File: config.mk
export PLATFORM = sky130hd
export DESIGN_NAME = ps2_keyboard
export DESIGN_NICKNAME = d
export VERILOG_FILES = /design/src/rtl/ps2_pkg.sv /design/src/rtl/ps2_rx.sv /design/src/rtl/ps2_keyboard.sv
export SDC_FILE = /design/constraint.sdc
export NUM_CORES = 1
export LEC_CHECK = 0
export ABC_AREA = 1
export CORE_UTILIZATION = 55
export DETAILED_ROUTE_END_ITERATION = 7
export GPL_ROUTABILITY_DRIVEN = 0
export PLACE_DENSITY = 0.72
export REMOVE_ABC_BUFFERS = 1
export SLEW_MARGIN = 10
export SYNTH_ARGS = -nofsm -noshare
export SYNTH_HDL_FRONTEND = slang
export SYNTH_HIERARCHICAL = 1
export SYNTH_SLANG_ARGS = --single-unit
File: constraint.sdc
create_clock -name clock -period 4.9 [get_ports clock]
set_clock_uncertainty 0.2 [all_clocks]
set_input_delay 0.98 -clock clock [delete_from_list [all_inputs] [get_ports clock]]
set_output_delay 0.98 -clock clock [all_outputs]
set_load 0.05 [all_outputs]
File: src/rtl/ps2_pkg.sv
// Shared types and scancode constants for the PS/2 keyboard front end.
package ps2_pkg;

    typedef enum logic [1:0] {
        RX_IDLE,
        RX_DATA,
        RX_PARITY,
        RX_STOP
    } rx_state_t;

    localparam logic [7:0] SC_EXT    = 8'hE0;
    localparam logic [7:0] SC_BRK    = 8'hF0;
    localparam logic [7:0] SC_LSHIFT = 8'h12;
    localparam logic [7:0] SC_RSHIFT = 8'h59;
    localparam logic [7:0] SC_CAPS   = 8'h58;

    localparam logic [7:0] SC_UP     = 8'h75;
    localparam logic [7:0] SC_DOWN   = 8'h72;
    localparam logic [7:0] SC_LEFT   = 8'h6B;
    localparam logic [7:0] SC_RIGHT  = 8'h74;

    localparam logic [7:0] ASC_UP    = 8'h80;
    localparam logic [7:0] ASC_DOWN  = 8'h81;
    localparam logic [7:0] ASC_LEFT  = 8'h82;
    localparam logic [7:0] ASC_RIGHT = 8'h83;

endpackage

File: src/rtl/ps2_rx.sv
// PS/2 device-to-host frame receiver: pin synchronizers, falling-edge detect,
// frame FSM with odd-parity/stop check and an inter-edge timeout.
module ps2_rx
    import ps2_pkg::*;
#(
    parameter int unsigned TIMEOUT = 25000
) (
    input  logic       clock,
    input  logic       reset,
    input  logic       ps2_clk,
    input  logic       ps2_data,
    output logic       byte_valid,
    output logic [7:0] byte_data
);

    localparam int unsigned TW = $clog2(TIMEOUT + 1);

    logic [2:0]    clk_sync;
    logic [1:0]    data_sync;
    logic          fall;
    logic          bit_in;

    rx_state_t     state, state_n;
    logic [2:0]    bit_cnt, bit_cnt_n;
    logic [7:0]    shreg, shreg_n;
    logic          par, par_n;
    logic [TW-1:0] timer, timer_n;
    logic          valid_n;
    logic [7:0]    data_n;

    // Synchronizers idle high so reset never fabricates an edge.
    always_ff @(posedge clock) begin
        if (reset) begin
            clk_sync  <= 3'b111;
            data_sync <= 2'b11;
        end else begin
            clk_sync  <= {clk_sync[1:0], ps2_clk};
            data_sync <= {data_sync[0], ps2_data};
        end
    end

    assign fall   = clk_sync[2] & ~clk_sync[1];
    assign bit_in = data_sync[1];

    always_ff @(posedge clock) begin
        if (reset) begin
            state      <= RX_IDLE;
            bit_cnt    <= 3'd0;
            shreg      <= 8'h00;
            par        <= 1'b0;
            timer      <= '0;
            byte_valid <= 1'b0;
            byte_data  <= 8'h00;
        end else begin
            state      <= state_n;
            bit_cnt    <= bit_cnt_n;
            shreg      <= shreg_n;
            par        <= par_n;
            timer      <= timer_n;
            byte_valid <= valid_n;
            byte_data  <= data_n;
        end
    end

    // An edge always wins over a simultaneous timeout.
    always_comb begin
        state_n   = state;
        bit_cnt_n = bit_cnt;
        shreg_n   = shreg;
        par_n     = par;
        timer_n   = timer;
        valid_n   = 1'b0;
        data_n    = byte_data;
        if (fall) begin
            timer_n = '0;
            case (state)
                RX_IDLE: begin
                    if (!bit_in) begin
                        state_n   = RX_DATA;
                        bit_cnt_n = 3'd0;
                    end
                end
                RX_DATA: begin
                    shreg_n   = {bit_in, shreg[7:1]};
                    bit_cnt_n = bit_cnt + 3'd1;
                    if (bit_cnt == 3'd7) begin
                        state_n = RX_PARITY;
                    end
                end
                RX_PARITY: begin
                    par_n   = bit_in;
                    state_n = RX_STOP;
                end
                RX_STOP: begin
                    if (bit_in && (^{shreg, par})) begin
                        valid_n = 1'b1;
                        data_n  = shreg;
                    end
                    state_n = RX_IDLE;
                end
                default: state_n = RX_IDLE;
            endcase
        end else if (state != RX_IDLE) begin
            if (timer == TW'(TIMEOUT - 1)) begin
                state_n   = RX_IDLE;
                bit_cnt_n = 3'd0;
                timer_n   = '0;
            end else begin
                timer_n = timer + TW'(1);
            end
        end
    end

endmodule

File: src/rtl/ps2_keyboard.sv
// PS/2 keyboard front end: prefix/shift/caps tracking and scancode set 2
// to ASCII translation, strobing kdone once per translated key press.
module ps2_keyboard
    import ps2_pkg::*;
#(
    parameter int unsigned TIMEOUT = 25000
) (
    input  logic       clock,
    input  logic       reset,
    input  logic       ps2_clk,
    input  logic       ps2_data,
    output logic       kdone,
    output logic [7:0] ascii
);

    logic       byte_valid;
    logic [7:0] byte_data;

    logic       brk, brk_n;
    logic       ext, ext_n;
    logic       shift, shift_n;
    logic       caps, caps_n;
    logic       kdone_n;
    logic [7:0] ascii_n;

    logic       hit_c;
    logic       letter;
    logic       digit;
    logic [7:0] base;
    logic [7:0] alt;
    logic [7:0] code_c;

    ps2_rx #(
        .TIMEOUT (TIMEOUT)
    ) u_rx (
        .clock      (clock),
        .reset      (reset),
        .ps2_clk    (ps2_clk),
        .ps2_data   (ps2_data),
        .byte_valid (byte_valid),
        .byte_data  (byte_data)
    );

    // Scancode set 2 lookup; base is the unshifted character, alt the shifted symbol.
    always_comb begin
        hit_c  = 1'b1;
        letter = 1'b0;
        digit  = 1'b0;
        base   = 8'h00;
        alt    = 8'h00;
        if (ext) begin
            case (byte_data)
                SC_UP:    base = ASC_UP;
                SC_DOWN:  base = ASC_DOWN;
                SC_LEFT:  base = ASC_LEFT;
                SC_RIGHT: base = ASC_RIGHT;
                default:  hit_c = 1'b0;
            endcase
        end else begin
            case (byte_data)
                8'h1C: begin letter = 1'b1; base = 8'h61; end
                8'h32: begin letter = 1'b1; base = 8'h62; end
                8'h21: begin letter = 1'b1; base = 8'h63; end
                8'h23: begin letter = 1'b1; base = 8'h64; end
                8'h24: begin letter = 1'b1; base = 8'h65; end
                8'h2B: begin letter = 1'b1; base = 8'h66; end
                8'h34: begin letter = 1'b1; base = 8'h67; end
                8'h33: begin letter = 1'b1; base = 8'h68; end
                8'h43: begin letter = 1'b1; base = 8'h69; end
                8'h3B: begin letter = 1'b1; base = 8'h6A; end
                8'h42: begin letter = 1'b1; base = 8'h6B; end
                8'h4B: begin letter = 1'b1; base = 8'h6C; end
                8'h3A: begin letter = 1'b1; base = 8'h6D; end
                8'h31: begin letter = 1'b1; base = 8'h6E; end
                8'h44: begin letter = 1'b1; base = 8'h6F; end
                8'h4D: begin letter = 1'b1; base = 8'h70; end
                8'h15: begin letter = 1'b1; base = 8'h71; end
                8'h2D: begin letter = 1'b1; base = 8'h72; end
                8'h1B: begin letter = 1'b1; base = 8'h73; end
                8'h2C: begin letter = 1'b1; base = 8'h74; end
                8'h3C: begin letter = 1'b1; base = 8'h75; end
                8'h2A: begin letter = 1'b1; base = 8'h76; end
                8'h1D: begin letter = 1'b1; base = 8'h77; end
                8'h22: begin letter = 1'b1; base = 8'h78; end
                8'h35: begin letter = 1'b1; base = 8'h79; end
                8'h1A: begin letter = 1'b1; base = 8'h7A; end
                8'h45: begin digit = 1'b1; base = 8'h30; alt = 8'h29; end
                8'h16: begin digit = 1'b1; base = 8'h31; alt = 8'h21; end
                8'h1E: begin digit = 1'b1; base = 8'h32; alt = 8'h40; end
                8'h26: begin digit = 1'b1; base = 8'h33; alt = 8'h23; end
                8'h25: begin digit = 1'b1; base = 8'h34; alt = 8'h24; end
                8'h2E: begin digit = 1'b1; base = 8'h35; alt = 8'h25; end
                8'h36: begin digit = 1'b1; base = 8'h36; alt = 8'h5E; end
                8'h3D: begin digit = 1'b1; base = 8'h37; alt = 8'h26; end
                8'h3E: begin digit = 1'b1; base = 8'h38; alt = 8'h2A; end
                8'h46: begin digit = 1'b1; base = 8'h39; alt = 8'h28; end
                8'h29: base = 8'h20;
                8'h5A: base = 8'h0D;
                8'h66: base = 8'h08;
                8'h0D: base = 8'h09;
                8'h76: base = 8'h1B;
                default: hit_c = 1'b0;
            endcase
        end
        if (letter) begin
            code_c = (shift ^ caps) ? (base - 8'h20) : base;
        end else if (digit) begin
            code_c = shift ? alt : base;
        end else begin
            code_c = base;
        end
    end

    // Prefix bytes only set flags; any other byte consumes and clears them.
    always_comb begin
        brk_n   = brk;
        ext_n   = ext;
        shift_n = shift;
        caps_n  = caps;
        kdone_n = 1'b0;
        ascii_n = ascii;
        if (byte_valid) begin
            if (byte_data == SC_EXT) begin
                ext_n = 1'b1;
            end else if (byte_data == SC_BRK) begin
                brk_n = 1'b1;
            end else begin
                brk_n = 1'b0;
                ext_n = 1'b0;
                if (!ext && (byte_data == SC_LSHIFT || byte_data == SC_RSHIFT)) begin
                    shift_n = ~brk;
                end else if (byte_data == SC_CAPS) begin
                    if (!brk) begin
                        caps_n = ~caps;
                    end
                end else if (!brk && hit_c) begin
                    kdone_n = 1'b1;
                    ascii_n = code_c;
                end
            end
        end
    end

    always_ff @(posedge clock) begin
        if (reset) begin
            brk   <= 1'b0;
            ext   <= 1'b0;
            shift <= 1'b0;
            caps  <= 1'b0;
            kdone <= 1'b0;
            ascii <= 8'h00;
        end else begin
            brk   <= brk_n;
            ext   <= ext_n;
            shift <= shift_n;
            caps  <= caps_n;
            kdone <= kdone_n;
            ascii <= ascii_n;
        end
    end

endmodule

==> results of run 1 <==
-- final timing paths --
check	to	slack (ns)
worst max-delay path	ascii[0]	2.23
worst min-delay path	u_rx/data_sync[1]$_SDFF_PP1_	0.22
worst max register to register	ascii[7]$_SDFFE_PP0P_	2.36
worst min register to register	u_rx/data_sync[1]$_SDFF_PP1_	0.22
-- layout make-up --
cell class | count | area share [%]
Clock buffer | 5 | 1.73
Clock inverter | 3 | 1.16
Inverter | 61 | 5.76
Multi-Input combinational cell | 475 | 57.5
Sequential cell | 56 | 28.2
Tap cell | 77 | 2.42
Timing Repair Buffer | 13 | 3.21
-- per-layer routing --
metal / up-vias / share of wire [%] / global-route usage [%]
li1: 1942 / - / -
met1: 1625 / 47 / 33.2
met2: 94 / 47 / 42.2
met3: 16 / 4.6 / 3.83
met4: 0 / 1.7 / 7.70
met5: - / 0 / 0
-- flip-flops by register name, summed over array words and instances, names as in the netlist, 2 cells and up --
register	count
u_rx/timer	15
u_rx/byte_data	8
u_rx/bit_cnt	3
u_rx/shreg	8
u_rx/data_sync	2
u_rx/state	2
ascii	8
u_rx/clk_sync	3
-- layout by cell type, fill, tap and decap left out, drive strengths merged --
cell type      count
nor4b              1
nor4               2
a211oi             1
dfxtp             56
buf                1
and3               1
a31o               1
o21ai             23
clkdlybuf4s50     12
xor2               3
nor2             111
ha                 8
a31oi              1
a22oi              1
a21oi             39
nor3              13
nand2            198
o21a               5
bufinv             1
or2                5
nand3b             2
o31ai              1
a221oi             2
xnor2              2
clkbuf             5
nor3b              1
and2               1
nand3             45
inv               62
clkinv             1
o211ai             1
nand4              7
-- per-stage QoR --
step | setup WS [ns] | total power (uW) | util [%] | instance area [um2] | instances
CTS | 2.21 | 811 | 61.5 | 3970 | 690
floorplan | 2.74 | 489 | - | 3630 | 592
global route | 2.10 | 831 | 61.5 | 3970 | 690
finish | 2.23 | 800 | 61.5 | 3970 | 690
global placement | 2.11 | 498 | 59.7 | 3860 | 682
detailed placement | 2.07 | 499 | 59.7 | 3860 | 682
-- power groups by stage --
stage / logic [uW] / clock network (uW) / registers (uW)
3_3_place_gp: 27.1 / 0 / 470
6_report: 27.8 / 312 / 460
5_1_grt: 31.5 / 339 / 461
2_1_floorplan: 19.1 / 0 / 470
4_1_cts: 27.9 / 322 / 460
3_5_place_dp: 27.9 / 0 / 471
-- cell families (layout without fill, tap and decap cells) --
group / count (synthesis) / count (layout)
adders and majority gates: 8 / 8
and+or+nand+nor: 387 / 387
AOI/OAI and AO/OA: 75 / 75
buffers and inverters: 73 / 82
xor gates and xnor gates: 5 / 5
DFF: 56 / 56
==> summary.txt, run 1 <==
share of power burned in registers: 57.5%
WP data required: 3.72 ns
worst hold slack: 0.223 ns
clock slew at reported path FFs: 0.11 ns
WL/cell: 12.0 um
drt total wl: 8300 um
Post-Synth XOR/XNOR Area: 1.17%
WP buf/inv: 1
post-CTS setup buffer count: 0
Post-synth ARST share: 0%
leakage power: 0.00183 uW
setup TNS: 0 ns
adder and majority cell fraction of the synthesized area: 2.68%
drt initial violations: 224
CTS root buf: clkbuf_8
Sw Pwr: 178 uW
post-synthesis sequential area ratio: 30.0%
Slew Viols, Final: 0
H-tree Lvls: 2
proportion of netlist area held by the largest area contributor: 30.0%
largest family of logic cells by synthesized area: simple AND/OR/NAND/NOR gates
crit end category: output port
Layout Nets: 624
Placeable Area: 6460 um2
initial antenna violation count: 0
top-count cell post-synth: nand2_1
Cells on Worst Hold Path: 1
Worst Setup SP: ascii[0]$_SDFFE_PP0P_
initial core utilization: 57.9%
Worst IR Drop VDD: 0.000185 V
cts hold-fix bufs: 0
Total Routing Usage GR: 25.0%
mux cell area share after synthesis: 0%
drt drc: 2
synth-to-layout area growth: 6.29%
crit path DAT: 1.49 ns
Clock Power Share: 39.0%
startpoint class of the critical path: flop
cts repair resizes: 0
Post-synth top cells: 183 x nand2_1, 98 x nor2_1, 56 x dfxtp_1, 56 x inv_1, 39 x nand3_1
Worst-Skew Late Latency: 0.32 ns
die height: 84.4 um
Multi-input gate area: 2280 um2
pwr dens: 201 nW/um2
Port Buffers: 12
global-route wire length before repair: 14,800 um
post-synthesis compound-gate area fraction: 11.9%
CP top delay family: buffers and inverters
post-synthesis simple-gate area fraction: 45.4%
TritonCTS clock tree: done
Layout fillers: 652
Yosys warnings: 6
number of routed nets with antenna violations: 0
vias per inst: 5.33
Hold WC Path Type: flop to flop
R2R Path Start: u_rx/byte_data[5]$_SDFFE_PP0P_
Die ar.: 7130 um2
Final Cycle Share: 54.5%
Post-Syn Area per Cell: 6.19 um2
Critical Path Slowest Stage Cell: clkdlybuf4s50_1
Switching Fraction: 22.2%
CP Depth: 1
fin crit period: 2.67 ns
Die W: 84.4 um
CTS buffer count: 5
critical hold path startpoint: u_rx/data_sync[0]$_SDFF_PP1_
unrepaired setup endpoints after global routing: false
DP Wirelength: 6450 um
io pins: 13
FF+latch count, synth: 56
Top FF cell, synth: dfxtp_1
Via Count: 3,677
largest net degree at the start of global routing: 22
row count: 29
Initial DRT Pass Iterations: 6
Internal Pwr Total: 622 uW
max_slew headroom: 60.6%
Post-synth EDFFs: 0
Cells after Synth: 604
Final Hold Viols: 0
CP Cell Sequence: clkdlybuf4s50_1
Clock Tree Buf Depth: 2
clock tree sinks: 56
Mapped Area: 3740 um2
Worst-Margin Slew: 0.591 ns
max-cap check violation count: 0
Synth area leaders: dfxtp_1 30%, nand2_1 18%, nor2_1 9.8%
maximum clock rate: 374 MHz
violated checks: DRC
Reg area: 1120 um2
critical-path maximum fanout: 2
Reg2Reg Depth: 14
run status: finished, violations left
layout cells sized above 1: 10.1%
vias in the first global route: 3,370
combinational power share: 3.5%
Setup violations, final: 0
critical path type: flop to output port
largest area contributor in the netlist: dfxtp_1
synth unique cells: 41
CP peak stage delay: 0.81 ns
GR Overflow Total: 0
ant diodes: 0
(Power assumes the default switching activity.)
==> inputs of run 2 (changes only) <==
==> constraint.sdc (replaced) <==
create_clock -name clock -period 2.6 [get_ports clock]
set_clock_uncertainty 0.2 [all_clocks]
set_input_delay 0.52 -clock clock [delete_from_list [all_inputs] [get_ports clock]]
set_output_delay 0.52 -clock clock [all_outputs]
set_load 0.05 [all_outputs]
==> summary.txt, run 2 (same netlist as run 1, synthesis figures left out) <==
max FFs per register: 15 (unchanged)
layout cells sized above 1: 11.8% (was 10.1%)
Worst Setup Slack, final: 0.249 ns (was 2.23 ns)
hold path endpoint: u_rx/data_sync[1]$_SDFF_PP1_ (unchanged)
WP data required: 2.67 ns (was 3.72 ns)
Initial DRT Pass Iterations: 7 (was 6)
most common cell after layout, fill and taps aside: nand2_1 (unchanged)
initial core utilization: 57.9% (unchanged)
FF-to-FF setup slack: 0.25 ns (was 2.36 ns)
WL/cell: 11.9 um (was 12.0 um)
Hold WC Path Type: flop to flop (unchanged)
ant diodes: 0 (unchanged)
Via Count: 3,731 (was 3,677)
Worst-Margin Slew: 0.504 ns (was 0.591 ns)
Layout Nets: 630 (was 624)
Worst-Skew Late Latency: 0.32 ns (about the same)
WP buf/inv: 1 (unchanged)
R2R Path Start: u_rx/byte_data[4]$_SDFFE_PP0P_ (was u_rx/byte_data[5]$_SDFFE_PP0P_)
largest net degree at the start of global routing: 20 (was 22)
drt initial violations: 194 (was 224)
Slew Viols, Final: 0 (unchanged)
CP top delay family: simple AND/OR/NAND/NOR gates (was buffers and inverters)
critical-path maximum fanout: 8 (was 2)
critical hold path startpoint: u_rx/data_sync[0]$_SDFF_PP1_ (unchanged)
maximum clock rate: 425 MHz
vias in the first global route: 3,402 (was 3,370)
Final Hold Viols: 0 (unchanged)
Worst Setup SP: u_rx/byte_data[4]$_SDFFE_PP0P_ (was ascii[0]$_SDFFE_PP0P_)
max_slew headroom: 66.3% (was 60.6%)
pwr dens: 353 nW/um2 (was 201 nW/um2)
Worst IR Drop VDD: 0.000248 V (was 0.000185 V)
Final Cycle Share: 90.4%
H-tree Lvls: 2 (unchanged)
worst hold slack: 0.223 ns (about the same)
most frequent cells in the layout: 183 x nand2_1, 98 x nor2_1, 56 x inv_1, 51 x dfxtp_1, 39 x nand3_1 (was 183 x nand2_1, 98 x nor2_1, 56 x inv_1, 56 x dfxtp_1, 39 x nand3_1)
row count: 29 (unchanged)
initial antenna violation count: 0 (unchanged)
DP Wirelength: 6540 um (was 6450 um)
synth-to-layout area growth: 7.13% (was 6.29%)
Die ar.: 7130 um2 (unchanged)
Reg2Reg Depth: 12 (was 14)
global-route wire length before repair: 14,600 um (was 14,800 um)
TritonCTS clock tree: done (unchanged)
Reg-to-Reg End: ascii[6]$_SDFFE_PP0P_ (was ascii[7]$_SDFFE_PP0P_)
die height: 84.4 um (unchanged)
CTS buffer count: 5 (unchanged)
drt drc: 2 (unchanged)
Cells on Worst Hold Path: 1 (unchanged)
crit path DAT: 2.42 ns (was 1.49 ns)
Placeable Area: 6460 um2 (unchanged)
total power: 1420 uW (was 800 uW)
max-cap check violation count: 0 (unchanged)
setup TNS: 0 ns (unchanged)
Clock Tree Buf Depth: 2 (unchanged)
unrepaired setup endpoints after global routing: false (unchanged)
Setup violations, final: 0 (unchanged)
crit end category: flop (was output port)
io pins: 13 (unchanged)
Biggest register: u_rx/timer (unchanged)
cell area after placement: 3900 um2 (was 3860 um2)
CP peak stage delay: 0.47 ns (was 0.81 ns)
leakage power: 0.00184 uW (was 0.00183 uW)
cts hold-fix bufs: 0 (unchanged)
clock tree sinks: 56 (unchanged)
clock slew at reported path FFs: 0.11 ns (about the same)
violated checks: DRC (unchanged)
startpoint class of the critical path: flop (unchanged)
critical path type: flop to flop (was flop to output port)
GR Overflow Total: 0 (unchanged)
Die W: 84.4 um (unchanged)
vias per inst: 5.36 (was 5.33)
Total Routing Usage GR: 24.9% (was 25.0%)
drt total wl: 8270 um (was 8300 um)
CTS root buf: clkbuf_8 (unchanged)
run status: finished, violations left (unchanged)
Critical Path Slowest Stage Cell: dfxtp_1 (was clkdlybuf4s50_1)
fin crit period: 2.35 ns
pre-CTS setup slack: 0.264 ns (was 2.07 ns)
CP dominant cell by count: nand2_1
final instance area: 4010 um2 (was 3970 um2)
number of routed nets with antenna violations: 0 (unchanged)
Port Buffers: 12 (unchanged)
CP Cell Sequence: nand2_1, nor2_2, buf_4, nand2_1, o21ai_2, nor3_1, nand3_1, nand2_1, ha_1, a21oi_1, nor2_1, nor2_1 (was clkdlybuf4s50_1)
==> run 2: cell types whose count changed in the layout (fill, tap and decap cells not counted), sizes merged <==
cell      previous run  this run
buf                  1         7
clkinvlp             0         2
clkinv               1         0
bufinv               1         0
==> run 2: how the worst max path moves through the flow <==
stage          slack [ns]               endpoint  depth (start not counted)
2_1_floorplan        0.44  ascii[6]$_SDFFE_PP0P_                         13
3_3_place_gp         0.31  ascii[6]$_SDFFE_PP0P_                         14
3_5_place_dp         0.26  ascii[6]$_SDFFE_PP0P_                         14
4_1_cts              0.24  ascii[7]$_SDFFE_PP0P_                         16
5_1_grt             0.002  ascii[6]$_SDFFE_PP0P_                         14
6_report             0.25  ascii[6]$_SDFFE_PP0P_                         12
==> run 2: area by class of cell <==
cell class | instances | area, um2
fillers | 633 | 2450
clock inverters | 3 | 26.3
multi-input cells | 475 | 2280
repair buffers | 19 | 173
flip-flops and latches | 56 | 1130
well taps | 77 | 96.3
inverters | 61 | 229
clock buffers | 5 | 68.8
==> run 2: per-layer routing <==
layer,GRT usage [%],vias up,wire length [um]
met1,31.4,1608,3820
met4,13.3,0,268
met3,2.95,29,434
met5,0,-,0
li1,-,1962,-
met2,41.9,132,3740
==> run 2: timing repair <==
action / in CTS / in global routing
setup buffers: 0 / 0
endpoints found under the setup margin: 0 / 1
gates resized for setup: 0 / 5
==> run 2: worst register-to-register path: stages, from the launching register on <==
cell and delay (ns):
dfxtp_1 0.47, nand2_1 0.16, nor2_2 0.21, buf_4 0.20, nand2_1 0.07, o21ai_2 0.11
nor3_1 0.11, nand3_1 0.13, nand2_1 0.09, ha_1 0.31, a21oi_1 0.12, nor2_1 0.05
nor2_1 0.08
==> run 2: metrics by stage <==
stage               util, %  instances
finish                 62.0        696
global route           62.0        696
CTS                    61.9        696
detailed placement     60.4        688
global placement       60.4        688
floorplan                 -        592
==> run 2: power by group <==
group	leakage, uW	total, uW	switching [uW]	internal (uW)
clock	0.0000423	492	296	196
combinational	0.00135	55.8	35.5	20.3
sequential	0.000455	867	3.88	863
total	0.00184	1420	335	1080
